[src/rtl/button_event.sv]
// button_event: turns a debounced button level into PRESS / RELEASE / LONG /
// REPEAT events, delivered through a single-entry valid/ready buffer with a
// sticky overflow flag.
module button_event #(
  parameter int unsigned HOLD_CYCLES   = 50000000,
  parameter int unsigned REPEAT_CYCLES = 10000000,
  parameter int unsigned CNT_W         = 26
) (
  input  logic       clk,
  input  logic       rst,
  input  logic       btn,
  output logic       held,
  output logic       ev_valid,
  output logic [1:0] ev_code,
  input  logic       ev_ready,
  output logic       ovf,
  input  logic       ovf_clr
);

  localparam logic [1:0] EV_PRESS   = 2'b00;
  localparam logic [1:0] EV_RELEASE = 2'b01;
  localparam logic [1:0] EV_LONG    = 2'b10;
  localparam logic [1:0] EV_REPEAT  = 2'b11;

  localparam logic [CNT_W-1:0] HOLD_LAST   = CNT_W'(HOLD_CYCLES - 1);
  localparam logic [CNT_W-1:0] REPEAT_LAST = CNT_W'(REPEAT_CYCLES - 1);
  localparam logic [CNT_W-1:0] CNT_MAX     = '1;
  localparam bit               REPEAT_EN   = (REPEAT_CYCLES != 0);

  typedef enum logic [1:0] {
    ST_IDLE    = 2'd0,
    ST_PRESSED = 2'd1,
    ST_LONG    = 2'd2
  } state_t;

  state_t           state;
  state_t           state_next;
  logic [CNT_W-1:0] count;
  logic [CNT_W-1:0] count_next;
  logic             gen;
  logic [1:0]       gen_code;
  logic             drain;
  logic             load;
  logic             drop;

  // State and hold/repeat counter registers
  always_ff @(posedge clk or posedge rst) begin
    if (rst) begin
      state <= ST_IDLE;
      count <= '0;
    end else begin
      state <= state_next;
      count <= count_next;
    end
  end

  // Next-state and counter update; a released button always wins over a threshold
  always_comb begin
    state_next = state;
    count_next = count;
    unique case (state)
      ST_IDLE: begin
        if (btn) begin
          state_next = ST_PRESSED;
          count_next = '0;
        end
      end
      ST_PRESSED: begin
        if (!btn) begin
          state_next = ST_IDLE;
          count_next = '0;
        end else if (count == HOLD_LAST) begin
          state_next = ST_LONG;
          count_next = '0;
        end else begin
          count_next = count + CNT_W'(1);
        end
      end
      ST_LONG: begin
        if (!btn) begin
          state_next = ST_IDLE;
          count_next = '0;
        end else if (REPEAT_EN && (count == REPEAT_LAST)) begin
          count_next = '0;
        end else if (count != CNT_MAX) begin
          count_next = count + CNT_W'(1);
        end
      end
      default: begin
        state_next = ST_IDLE;
        count_next = '0;
      end
    endcase
  end

  // Event generation for the current transition (at most one per cycle)
  always_comb begin
    gen      = 1'b0;
    gen_code = EV_PRESS;
    unique case (state)
      ST_IDLE: begin
        if (btn) begin
          gen      = 1'b1;
          gen_code = EV_PRESS;
        end
      end
      ST_PRESSED: begin
        if (!btn) begin
          gen      = 1'b1;
          gen_code = EV_RELEASE;
        end else if (count == HOLD_LAST) begin
          gen      = 1'b1;
          gen_code = EV_LONG;
        end
      end
      ST_LONG: begin
        if (!btn) begin
          gen      = 1'b1;
          gen_code = EV_RELEASE;
        end else if (REPEAT_EN && (count == REPEAT_LAST)) begin
          gen      = 1'b1;
          gen_code = EV_REPEAT;
        end
      end
      default: begin
        gen      = 1'b0;
        gen_code = EV_PRESS;
      end
    endcase
  end

  assign drain = ev_valid && ev_ready;
  assign load  = gen && (!ev_valid || ev_ready);
  assign drop  = gen && ev_valid && !ev_ready;

  // Event buffer, held flag and sticky overflow (a drop beats a clear)
  always_ff @(posedge clk or posedge rst) begin
    if (rst) begin
      held     <= 1'b0;
      ev_valid <= 1'b0;
      ev_code  <= EV_PRESS;
      ovf      <= 1'b0;
    end else begin
      held <= (state_next != ST_IDLE);
      if (load) begin
        ev_valid <= 1'b1;
        ev_code  <= gen_code;
      end else if (drain) begin
        ev_valid <= 1'b0;
      end
      if (drop) begin
        ovf <= 1'b1;
      end else if (ovf_clr) begin
        ovf <= 1'b0;
      end
    end
  end

endmodule

[config.mk]
export PLATFORM = sky130hd
export DESIGN_NAME = button_event
export DESIGN_NICKNAME = d
export VERILOG_FILES = /design/src/rtl/button_event.sv
export SDC_FILE = /design/constraint.sdc
export NUM_CORES = 1
export LEC_CHECK = 0
export CAP_MARGIN = 20
export CORE_AREA = 2 2 74 90
export CTS_BUF_LIST = sky130_fd_sc_hd__clkbuf_16
export DETAILED_ROUTE_END_ITERATION = 16
export DIE_AREA = 0 0 76 92
export PLACE_DENSITY = 0.49
export SYNTH_ARGS = -nofsm -noshare
export SYNTH_HDL_FRONTEND = slang
export SYNTH_SLANG_ARGS = --single-unit
[constraint.sdc]
create_clock -name clk -period 5.55 [get_ports clk]
set_clock_uncertainty 0.15 [all_clocks]
set_input_delay 1.665 -clock clk [delete_from_list [all_inputs] [get_ports clk]]
set_output_delay 1.665 -clock clk [all_outputs]
set_load 0.03 [all_outputs]
# After elaboration in Yosys (flattened, before gate mapping)
# Index checks and enable logic that the tools add are counted.
[totals]
reg_bits = 33
inputBits = 5
output_inout_bits = 5
elab_cells = 53
[classes]
addsub = 1
eq_ne = 7
n_mux = 27
n_reduce_logical = 12
[ops]
columns = ["cell", "n"]
rows = [
  ["26-bit 2-to-1 mux", 6],
  ["26-bit one-hot mux with 3 select lines", 1],
  ["26-bit by 1-bit adder with 26-bit output, second input constant", 1],
  ["26-bit by 24-bit equality test with 1-bit output, second input constant", 1],
  ["26-bit equality test, second input constant", 1],
  ["26-bit inequality test, second input constant", 1],
  ["2-bit 2-to-1 mux", 8],
  ["1-bit 2-to-1 mux", 9],
  ["2-bit one-hot mux with 3 select lines", 1],
  ["2-bit nonzero test", 3],
  ["1-bit logical AND", 4],
  ["4-bit inequality test, second input constant", 1],
  ["2-bit one-hot mux with 2 select lines", 1],
  ["1-bit one-hot mux with 3 select lines", 1],
  ["2-bit by 1-bit equality test with 1-bit output, second input constant", 1],
  ["2-bit equality test, second input constant", 1],
  ["1-bit logical NOT", 2],
  ["2-bit logical NOT", 1],
  ["2-bit inequality test, second input constant", 1],
  ["2-bit AND reduction", 1],
  ["1-bit logical OR", 1],
]

# Depth between registers and ports, before layout
[depth]
word_depth = 7
depth_mapped = 10
ltp_nobuf = 8

# Least setup slack after synthesis
# Ideal clock, no wire load.
[synth_path]
path_kind = "input port to flip-flop"
startpoint = "input btn"
endpoint = "register count[14]"
setup_time_ps = 67
arrival_ps = 2826
required_time_ps = 5333
slack_ps = 2507
cell_stages = 8
n_path_buf = 2
cell_sequence = "nand4_1 or4_1 o21ai_4 buf_6 buf_6 nand2_1 o31ai_1 a31o_1"
[synth_between]
elab_chain_len = 2
word_cells_on_any_way = 6
cone_classes = "eq/ne: 2; mux: 3; reduce/logical: 1"
[synth_lines]
columns = ["item", "line_no", "source"]
rows = [
  ["from (decl)", "11", "input logic btn,"],
  ["26-bit 2-to-1 mux, or another cell as far along", "80", "if (!btn) begin"],
  ["26-bit one-hot mux with 3 select lines or 2-bit AND reduction (tied branches)", "--", ""],
  ["to (signal assigned)", "53", "count <= count_next;"],
  ["to (decl)", "38", "logic [CNT_W-1:0] count;"],
]
# Parallel ways exist; a longest one is shown, timed or not.
# A chain may end at the register's enable or synchronous reset.

# Worst setup path in the final report
[layout_path]
startpoint = "input btn"
endpoint = "register count[0]"
# Same word-level chain as after synthesis.

==> results by group <==
STA
  • F_max: 257 MHz
  • Setup TNS: 0 ps
  • Tightest Pin Transition: 850 ps
  • Minimum clock period: 3890 ps
  • Fin. max-slew vios: 0
  • Fin worst setup slack: 1660 ps
  • Max_slew headroom: 43.3%
  • Final hold slack: 377 ps
  • RSZ-0062 raised after global routing: no
  • Fin crit share: 70.1%
  • Final setup vio count: 0
  • Final-report hold violation count: 0

Job
  • Max Cap Viol: 0

Worst hold path
  • Hold Crit Depth: 2
  • Hold Crit Class: reg -> reg
  • Worst hold start: ovf$_DFFE_PP0P_
  • Worst min-delay path endpoint: ovf$_DFFE_PP0P_

Finish
  • Antenna cells: 0
  • NumNets Final: 241
  • Final instance area: 2370 um2
  • Layout cell share with drive strength beyond 1: 12.6%
  • Fillers: 640
  • Area delta synth->final: 12.9%
  • Multi-input gate area: 1160 um2
  • Storage cell area: 826 um2

GRT
  • Vias in the first global route: 1717
  • GRT overflow: 0
  • Initial antenna violation count: 0
  • All-Layer GR Usage: 15.1%
  • Largest net degree at the start of global routing: 34
  • Global-route wire length before repair: 8.46 mm

Synthesis
  • YS warnings: 0
  • Mapped Nets: 231
  • Top FF cell, synth: dfrtp_1
  • Post-synth top area share: 39.3%
  • Asr flop ratio synth: 100%
  • Cell variety after synth: 49
  • Seq/Total Area, Yosys: 39.3%
  • Cell count after synthesis: 221
  • Largest area contributor in the synthesized netlist: dfrtp_1
  • Synthesis-stage register bit count: 33
  • Largest cells by area after synthesis: dfrtp_1 39%, a22o_1 7.9%, nand3_1 4.1%
  • Average cell area after synthesis: 9.50 um2
  • Mapped Area: 2100 um2
  • Post-synth EDFFs: 0

Floorplan
  • Die height: 92 um
  • Die X: 76 um
  • Die area: 6990 um2
  • Starting density of the core: 33.8%
  • Site Rows: 32
  • Io pins: 10
  • Core area: 6210 um2

Clocking
  • CTS Hold Bufs: 0
  • Post-CTS Setup Inserts: 0
  • Max clock buf depth: 2
  • CTS Sinks: 33
  • Root buf cell: clkbuf_16
  • Clock slew at reported path FFs: 50 ps
  • Worst-Skew Late Latency: 270 ps
  • CTS Buf Count: 5
  • Htree depth: 2
  • TritonCTS clock tree: built
  • CTS resizes: 0

Detailed routing
  • DRC viols: 0
  • Routed Antenna Nets: 0
  • DR pass1 iterations: 4
  • WL per Instance: 15.4 um
  • DR vias/cell: 5.40
  • WL final: 4.85 mm
  • Iter 0 DRT Violations: 39
  • Total number of vias: 1705

Power and ir drop
  • P_leak: 0.00107 uW
  • Cell area power density: 327 nW/um2
  • Worst VDD drop: 0.000125 V

Placed design
  • PortBufs: 9
  • Pre-CTS WS: 1360 ps
  • Post-DP HPWL: 3.42 mm
  • RD Place Congestion: 0.813
  • Cell area after placement: 2240 um2

Worst setup path
  • Critical Path RT: 5560 ps
  • Crit path capture type: flip-flop
  • R2R Path Start: count[0]$_DFFE_PP0P_
  • Worst R2R Path Depth: 7
  • Startpoint Class: primary input
  • CP Max Fanout: 21
  • Flop-to-flop setup slack: 2870 ps
  • Worst r2r dst: count[0]$_DFFE_PP0P_
  • Critical Path AT: 3900 ps
  • Crit path kind: in -> reg

Outcome
  • Outcome: finished clean
cell families after synthesis:
| group | after synthesis | synth area share, % |
|---|---|---|
| AO/OA/AOI/OAI | 67 | 25.3 |
| adder cells (fa/ha/maj) | 5 | 2.98 |
| buffers and inverters | 18 | 5.30 |
| flip-flops | 33 | 39.3 |
| multiplexers | 1 | 0.536 |
| AND/OR/NAND/NOR | 97 | 26.5 |
cells in the mapped netlist (all sizes together), types with 2 or more instances:
library cell	instances
dfrtp	33
nor2	22
a22o	19
a21o	18
nand3	17
nand2	14
inv	10
o21ai	9
buf	8
nand4	8
a21oi	7
nor3	6
ha	5
nor2b	4
nor4	4
and3	3
and4	3
o22ai	3
or3	3
or4	3
and2	2
nand2b	2
nor3b	2
o21bai	2
o22a	2
or2	2
area by class of cell:
class / instances / area share [%]
clock buffers: 5 / 5.28
repair buffers: 11 / 4.44
clock inverters: 2 / 0.317
multi-input cells: 170 / 49.0
well taps: 85 / 4.49
flip-flops and latches: 33 / 34.8
inverters: 10 / 1.58
sequential cells by signal, summed over array words and instances, names as in the netlist:
| signal | count |
|---|---|
| count | 26 |
| ev_code | 2 |
| ovf | 1 |
| state | 2 |
| ev_valid | 1 |
| held | 1 |
critical path: stages:
cell             delay [ps]
clkdlybuf4s50_1         660
nand4_1                 150
or4_1                   480
o21ai_4                 350
nor2_2                  270
mux2_2                  320
power by group:
part	total (uW)	internal [uW]	switching, uW
Sequential	272	260	12.7
Combinational	250	109	141
Clock	253	160	93.2
per-stage QoR:
stage / utilization (%) / std cells / total power (uW)
after floorplan: - / 221 / 480
after global placement: 36.0 / 309 / 529
after detailed placement: 36.0 / 309 / 529
after CTS: 38.2 / 316 / 786
after global routing: 38.2 / 316 / 823
final: 38.2 / 316 / 776
worst max-delay path by stage:
stage	from	to	slack, ps	cells past startpoint
6_report	btn	count[0]$_DFFE_PP0P_	1660	6
5_1_grt	btn	count[0]$_DFFE_PP0P_	1480	6
4_1_cts	btn	count[0]$_DFFE_PP0P_	1650	6
3_5_place_dp	btn	count[0]$_DFFE_PP0P_	1360	6
3_3_place_gp	btn	count[0]$_DFFE_PP0P_	1380	6
2_1_floorplan	btn	count[14]$_DFFE_PP0P_	2510	8
placed cells by master, fill, tap and decap left out, types with 2 or more instances in the layout:
cell,Yosys,final
dfrtp_1,33,33
nor2_1,21,21
a22o_1,19,19
nand3_1,17,17
nand2_1,14,14
inv_1,10,11
a21o_1,9,9
a21o_2,9,9
clkdlybuf4s50_1,0,9
nand4_1,7,7
a21oi_1,7,7
o21ai_0,7,7
nor3_1,6,6
ha_1,5,5
clkbuf_16,0,5
nor2b_1,4,4
and3_1,3,3
or3_1,3,3
or4_1,2,2
nand2b_1,2,2
and2_1,2,2
nor4_4,2,2
and4_1,2,2
nor4_1,2,2
o21bai_1,2,2
o22ai_1,2,2
or2_2,2,2
buf_4,1,2
metal layers:
| layer | GRT usage (%) | share of wire [%] | vias to the layer above |
|---|---|---|---|
| met1 | 18.2 | 47 | 833 |
| met2 | 26.9 | 49 | 24 |
| met5 | 0 | 0 | - |
| met4 | 5.00 | 1.5 | 0 |
| met3 | 2.95 | 2.6 | 5 |
| li1 | - | - | 843 |
No activity file was read; power rests on OpenSTA's default activity.
